[src/rtl/alu_operand_seq.sv]
// alu_operand_seq
// Upstream sequencer for the ALU operand/opcode load registers.
// It collects a byte stream (A, B, opcode) over valid/ready. It issues one-cycle
// load strobes together with a shared load bus. After ALU_LAT cycles it captures
// the ALU result and flags, then holds them for a downstream valid/ready consumer.
// Ports:
//   clk, rst                         clock, async active-high reset
//   in_data/in_valid/in_ready        byte input handshake (in_ready is combinational)
//   abort                            synchronous abandon of the current transaction
//   ld_a/ld_b/ld_op/ld_bus           registered load strobes and shared load data
//   alu_result/alu_flags             ALU output {C,Z,N,V}, sampled at capture
//   res_valid/res_ready              result handshake
//   res_data/res_flags               captured result and flags
//   busy                             high whenever not waiting for operand A
//   txn_count                        completed (consumed) transactions, wraps at 256
module alu_operand_seq #(
    parameter int WIDTH   = 8,
    parameter int ALU_LAT = 1
) (
    input  logic             clk,
    input  logic             rst,
    input  logic [WIDTH-1:0] in_data,
    input  logic             in_valid,
    output logic             in_ready,
    input  logic             abort,
    output logic             ld_a,
    output logic             ld_b,
    output logic             ld_op,
    output logic [WIDTH-1:0] ld_bus,
    input  logic [WIDTH-1:0] alu_result,
    input  logic [3:0]       alu_flags,
    output logic             res_valid,
    input  logic             res_ready,
    output logic [WIDTH-1:0] res_data,
    output logic [3:0]       res_flags,
    output logic             busy,
    output logic [7:0]       txn_count
);

    localparam logic [3:0] LAT = 4'(ALU_LAT);

    typedef enum logic [2:0] {
        S_GET_A,
        S_GET_B,
        S_GET_OP,
        S_WAIT,
        S_RESULT
    } state_t;

    state_t     r_state;
    state_t     w_next;
    logic [3:0] r_cnt;
    logic       w_get;
    logic       w_xfer;
    logic       w_capture;
    logic       w_consume;

    assign w_get     = (r_state == S_GET_A) || (r_state == S_GET_B) || (r_state == S_GET_OP);
    assign in_ready  = w_get && !abort;
    assign w_xfer    = in_valid && in_ready;
    // abort suppresses capture and consume so that it wins over both
    assign w_capture = (r_state == S_WAIT) && (r_cnt == 4'd0) && !abort;
    assign w_consume = (r_state == S_RESULT) && res_ready && !abort;

    always_comb begin
        w_next = r_state;
        if (abort) begin
            w_next = S_GET_A;
        end else begin
            case (r_state)
                S_GET_A:  if (w_xfer)    w_next = S_GET_B;
                S_GET_B:  if (w_xfer)    w_next = S_GET_OP;
                S_GET_OP: if (w_xfer)    w_next = S_WAIT;
                S_WAIT:   if (w_capture) w_next = S_RESULT;
                S_RESULT: if (w_consume) w_next = S_GET_A;
                default:                 w_next = S_GET_A;
            endcase
        end
    end

    always_ff @(posedge clk or posedge rst) begin
        if (rst) begin
            r_state <= S_GET_A;
            busy    <= 1'b0;
        end else begin
            r_state <= w_next;
            busy    <= (w_next != S_GET_A);
        end
    end

    always_ff @(posedge clk or posedge rst) begin
        if (rst) begin
            ld_a      <= 1'b0;
            ld_b      <= 1'b0;
            ld_op     <= 1'b0;
            ld_bus    <= '0;
            r_cnt     <= 4'd0;
            res_valid <= 1'b0;
            res_data  <= '0;
            res_flags <= 4'd0;
            txn_count <= 8'd0;
        end else begin
            // w_xfer already excludes abort, so strobes clear on abort
            ld_a  <= w_xfer && (r_state == S_GET_A);
            ld_b  <= w_xfer && (r_state == S_GET_B);
            ld_op <= w_xfer && (r_state == S_GET_OP);
            if (w_xfer)
                ld_bus <= in_data;

            if (w_xfer && (r_state == S_GET_OP))
                r_cnt <= LAT;
            else if ((r_state == S_WAIT) && (r_cnt != 4'd0) && !abort)
                r_cnt <= r_cnt - 4'd1;

            if (abort) begin
                res_valid <= 1'b0;
            end else if (w_capture) begin
                res_valid <= 1'b1;
                res_data  <= alu_result;
                res_flags <= alu_flags;
            end else if (w_consume) begin
                res_valid <= 1'b0;
                txn_count <= txn_count + 8'd1;
            end
        end
    end

endmodule
[config.mk]
export PLATFORM = sky130hd
export DESIGN_NAME = alu_operand_seq
export DESIGN_NICKNAME = d
export VERILOG_FILES = /design/src/rtl/alu_operand_seq.sv
export SDC_FILE = /design/constraint.sdc
export NUM_CORES = 1
export LEC_CHECK = 0
export BUFFER_PORTS_ARGS = -buffer_cell sky130_fd_sc_hd__buf_2
export CORE_MARGIN = 8
export CORE_UTILIZATION = 44
export DETAILED_ROUTE_END_ITERATION = 8
export PLACE_DENSITY = 0.83
export SKIP_LAST_GASP = 1
export SYNTH_ARGS = -nofsm -noshare
export SYNTH_HDL_FRONTEND = slang
export SYNTH_SLANG_ARGS = --single-unit
[constraint.sdc]
create_clock -name clk -period 1.7 [get_ports clk]
set_input_delay 0.255 -clock clk [delete_from_list [all_inputs] [get_ports clk]]
set_output_delay 0.255 -clock clk [all_outputs]
set_load 0.02 [all_outputs]
# ---- Word level (Yosys, flattened, before mapping)
# Index checks and enable logic that the tools add are counted.
dict set report word_totals {
  register_bits 40
  latchBits 0
  ramBits 0
  mem_bits_ro 0
  mem_count 0
}
dict set report classes {
  addsub 2
  mul 0
  div_mod_pow 0
  magnitude_cmp 0
  eq_ne 4
  shifts 0
  muxes 12
  bitwise_logic 2
  reduce_logical 22
}
# cell n
set op_table {}
lappend op_table {{2-to-1 mux 3 bit} 6}
lappend op_table {{case mux 3 bit (5 select lines)} 1}
lappend op_table {{logical AND 1 bit} 11}
lappend op_table {{adder 8 x 1 -> 8 bit (second input constant)} 1}
lappend op_table {{2-to-1 mux 4 bit} 2}
lappend op_table {{equality test 3 x 2 -> 1 bit (second input constant)} 2}
lappend op_table {{nonzero test 3 bit} 2}
lappend op_table {{zero test 4 bit} 1}
lappend op_table {{nonzero test 4 bit} 1}
lappend op_table {{subtractor 4 x 1 -> 4 bit (second input constant)} 1}
lappend op_table {{equality test 3 x 1 -> 1 bit (second input constant)} 1}
lappend op_table {{equality test 3 bit (second input constant)} 1}
lappend op_table {{zero test 3 bit} 1}
lappend op_table {{2-to-1 mux 1 bit} 3}
lappend op_table {{AND reduction 3 bit} 1}
lappend op_table {{logical OR 1 bit} 2}
lappend op_table {{NOT 1 bit} 2}
lappend op_table {{AND reduction 2 bit} 1}
lappend op_table {{nonzero test 2 bit} 1}
lappend op_table {{zero test 1 bit} 1}

# ---- Longest topological paths before layout
dict set report depth {
  depth_word 9
  depth_mapped 6
  ltp_nobuf 5
}

# ---- Worst setup path after synthesis
# OpenSTA, ideal clock, no wires.
dict set report synth_timing {
  kind {register -> register}
  from {register r_cnt[0]}
  to {register r_state[2]}
  arrival_ps 1508
  slack_ps 119
  stages_incl_launch_ff 7
  synth_period_minus_slack_ps 1581
  path_cell_list {dfrtp_1 inv_1 ha_1 or3b_1 buf_2 or3_4 a21oi_2}
}
dict set report synth_via {
  elab_chain_len 6
}
# item line_no
set synth_lines {}
lappend synth_lines {{from (decl)} 52} ;# logic [3:0] r_cnt;
lappend synth_lines {{from (signal assigned)} 113} ;# r_cnt <= r_cnt - 4'd1;
lappend synth_lines {{zero test 4 bit} 62} ;# assign w_capture = (r_state == S_WAIT) && (r_cnt == 4'd0) && !abort;
lappend synth_lines {{logical AND 1 bit (2 in a row)} 62}
lappend synth_lines {{2-to-1 mux 3 bit} 74} ;# S_WAIT: if (w_capture) w_next = S_RESULT;
lappend synth_lines {{case mux 3 bit (5 select lines)} 70} ;# case (r_state)
lappend synth_lines {{2-to-1 mux 3 bit} 67} ;# if (abort) begin
lappend synth_lines {{net w_next[2]} 51} ;# state_t w_next;
lappend synth_lines {{to (signal assigned)} 86} ;# r_state <= w_next;
lappend synth_lines {{to (decl)} 50} ;# state_t r_state;
# The timed path passes the listed nets, and every way through them passes these cells.
# A chain may end at the register's enable or synchronous reset.

# ---- Worst setup path after layout
dict set report layout_timing {
  from {register r_cnt[0]}
  to {register res_flags[2]}
}
dict set report layout_via {
  elab_chain_len 4
}
# item line_no
set layout_lines {}
lappend layout_lines {{zero test 4 bit} 62}
lappend layout_lines {{logical AND 1 bit (2 in a row)} 62}
lappend layout_lines {{AND reduction 2 bit (no source line)} n/a}
lappend layout_lines {{to (signal assigned)} 120} ;# res_flags <= alu_flags;
lappend layout_lines {{to (decl)} 35} ;# output logic [3:0] res_flags,
# Every way passes these cells.

==> results.toml <==
[grt]
overflow = 0
antenna_found_initial = 0
grt_usage_pct = 12.17
grt_pass1_vias = 1322
grt_start_max_net_pins = 41
grt_pass1_wl_mm = 6.065

[synth]
synthFlopType = "dfrtp_1"
synth-seq-area-share_pct = 56.94
ys_async_sr_fraction_pct = 100.0
synth_top_area_share_pct = 56.94
synth_warnings = 0
yosys-top-cells-area = "dfrtp_1 (57%), mux2_2 (13%), ha_1 (2.1%)"
netlist_instances = 135
synth-seq-cells = 40
synth.avg_cell_area_um2 = 13.02
synth-edff-count = 0
synth_area_leader_cell = "dfrtp_1"
syn-cell-area_um2 = 1758
ys_types = 39
syn_nets = 163

[clock_network]
hold_buffers = 0
cts-root-buf = "clkbuf_8"
post_cts_buffers = 0
cts.sinks = 40
cts.clk_slew.worst_paths_ns = 0.08
cts_resized = 0
cts_max_level = 2
cts_buffers = 5
clk_latency_ns = 0.29
cts_tree = "yes"
clock_path_buffers = 2

[sta]
fin_crit_sh_pct = 95.31
finalWorstPathRequiredPeriod_ns = 1.620
slew_viol_final = 0
setup-violations-final = 0
hold_viol = 0
fmax_mhz = 617.1
timing.final.ws_setup_ns = 0.07965
relSlewSlack_pct = 67.36
worst_pin_slew_ns = 0.4896
finClkSkew_ns = 0.004743
rsz0062_at_grt = "false"
finalSetupTns_ns = 0

[finish]
syn_to_final_growth_pct = 26.98
antenna_cells = 0
mostFrequentLayoutCells = "buf_2 (58), dfrtp_1 (40), mux2_2 (21)"
fill_cells = 341
finalNonFillerCells = 249
nets = 226
layout_commonest_cell = "buf_2"
layout-drive-gt1-share_pct = 50.75

[detailed_routing]
drt-vias-per-instance = 5.024
dr.first_iter.drc_count = 59
antenna_left = 0
dr.pass1.iters = 4
wl_per_cell_um = 14.96
routed_wl_mm = 3.725
drc = 0
via_count = 1251

[setup_path]
critical_path_class = "reg2reg"
cp.required_ns = 1.88
crit_path_end_kind = "flop"
worstPathMaxFanout = 12
r2r-end = "res_flags[2]"
crit_arrival_ns = 1.80
worstPathCellList = "inv_1, ha_1, nor3b_1, nand4_1, buf_4, mux2_2"
cpPeakStageDelay_ns = 0.41
worstSetupEndpoint = "res_flags[2]"
critical_path.top_delay_family = "flip-flops"
reg2reg_depth = 6
cp.depth = 6
cp-startpoint = "r_cnt[0]"
r2r_start = "r_cnt[0]"
path_buf_inv = 2
crit_slowest_cell = "dfrtp_1"
ff2ff_setup_slack_ns = 0.08
cp-start-kind = "flop"

[floorplan]
die_x_um = 79.21
num_io_pins = 59
die_h_um = 79.21
initial_core_util_pct = 44.92
rows = 23
coreArea_um2 = 3914
die-area_um2 = 6274

[worst_hold_path]
min_path_type = "in2async"

[placement]
gp_congestion = 0.8273
dp.cells = 241
dp_hpwl_mm = 2.845
port_buffers = 58
place_ws_ns = 0.09468

[power]
ir_drop_v = 0.0007584
power_density_nw_per_um2 = 1180
leakage_nw = 1.174

[run]
drv_cap = 0

[outcome]
status = "finished clean"
## worst min path at each step
| stage | from | to | slack (ns) | depth (start not counted) |
|---|---|---|---|---|
| final | rst | res_data[2] | 0.06 | 3 |
| after global placement | rst | res_flags[1] | 0.40 | 3 |
| after CTS | rst | res_data[1] | 0.08 | 3 |
| after floorplan | alu_result[5] | res_data[5] | 0.41 | 1 |
| after global routing | rst | res_flags[1] | 0.12 | 3 |
| after detailed placement | rst | res_data[1] | 0.40 | 3 |
## cell usage after synthesis, types with 2 or more instances
library cell	number
nor3_1	5
xor2_1	3
nand2b_1	2
nand2_1	3
mux2_2	21
nor2_1	5
nor3b_1	2
a21oi_2	2
a21oi_1	3
nand4_1	2
and4bb_2	2
dfrtp_1	40
mux2i_1	3
xnor2_1	4
o21ai_0	2
inv_1	3
and3_1	3
nand3_1	4
buf_2	4
ha_1	3
## registers in the layout, indices dropped and copies added, names as in the netlist
name / count
txn_count: 8
ld_op: 1
res_flags: 4
ld_a: 1
r_cnt: 4
r_state: 3
ld_b: 1
ld_bus: 8
res_data: 8
busy: 1
res_valid: 1
## layout make-up
type	instances	area, um2	area share, %
sequential	40	1001	44.84
multi-input combinational	85	703.2	31.50
timing repair buffer	63	327.8	14.69
clock buffer	7	96.34	4.316
tap	50	62.56	2.803
clock inverter	1	30.03	1.345
inverter	3	11.26	0.5045
## report_power, final
part | internal [W] | switching [W] | leakage, nW
combinational | 0.000265 | 0.000343 | 0.586
sequential | 0.00109 | 0.0000919 | 0.524
clock | 0.000518 | 0.000323 | 0.0645
## kinds of logic after synthesis
kind of cell    after synthesis  synth area share, %
simple gates                 41                15.52
flops                        40                56.94
buf+inv                      10                3.060
mux                          24                15.16
compound gates               10                3.701
xor+xnor                      7                3.488
fa+ha+maj                     3                2.135
## worst register-to-register path, delay by kind of cell (launching register included)
family / cells / cell delay, ns
adder cells (fa/ha/maj): 1 / 0.15
multiplexers: 1 / 0.28
flip-flops: 1 / 0.41
buffers and inverters: 2 / 0.29
AND/OR/NAND/NOR: 2 / 0.37
## through the flow
step / instance area, um2 / hold WS (ns) / utilization (%) / total power (W)
finish: 2232 / 0.06024 / 57.03 / 0.002633
CTS: 2232 / 0.08322 / 57.03 / 0.002658
global route: 2232 / 0.1163 / 57.03 / 0.002766
floorplan: 1758 / 0.4054 / - / 0.001589
detailed placement: 2106 / 0.3990 / 53.80 / 0.001816
global placement: 2106 / 0.3972 / 53.80 / 0.001791
## metal layers
metal	global-route usage, %	vias to the layer above	share of wire [%]
li1	-	604	-
met1	12.95	606	41
met2	21.20	34	52
met3	3.725	7	6.2
met4	6.296	0	1.6
met5	0	-	0
(Power assumes the default switching activity.)
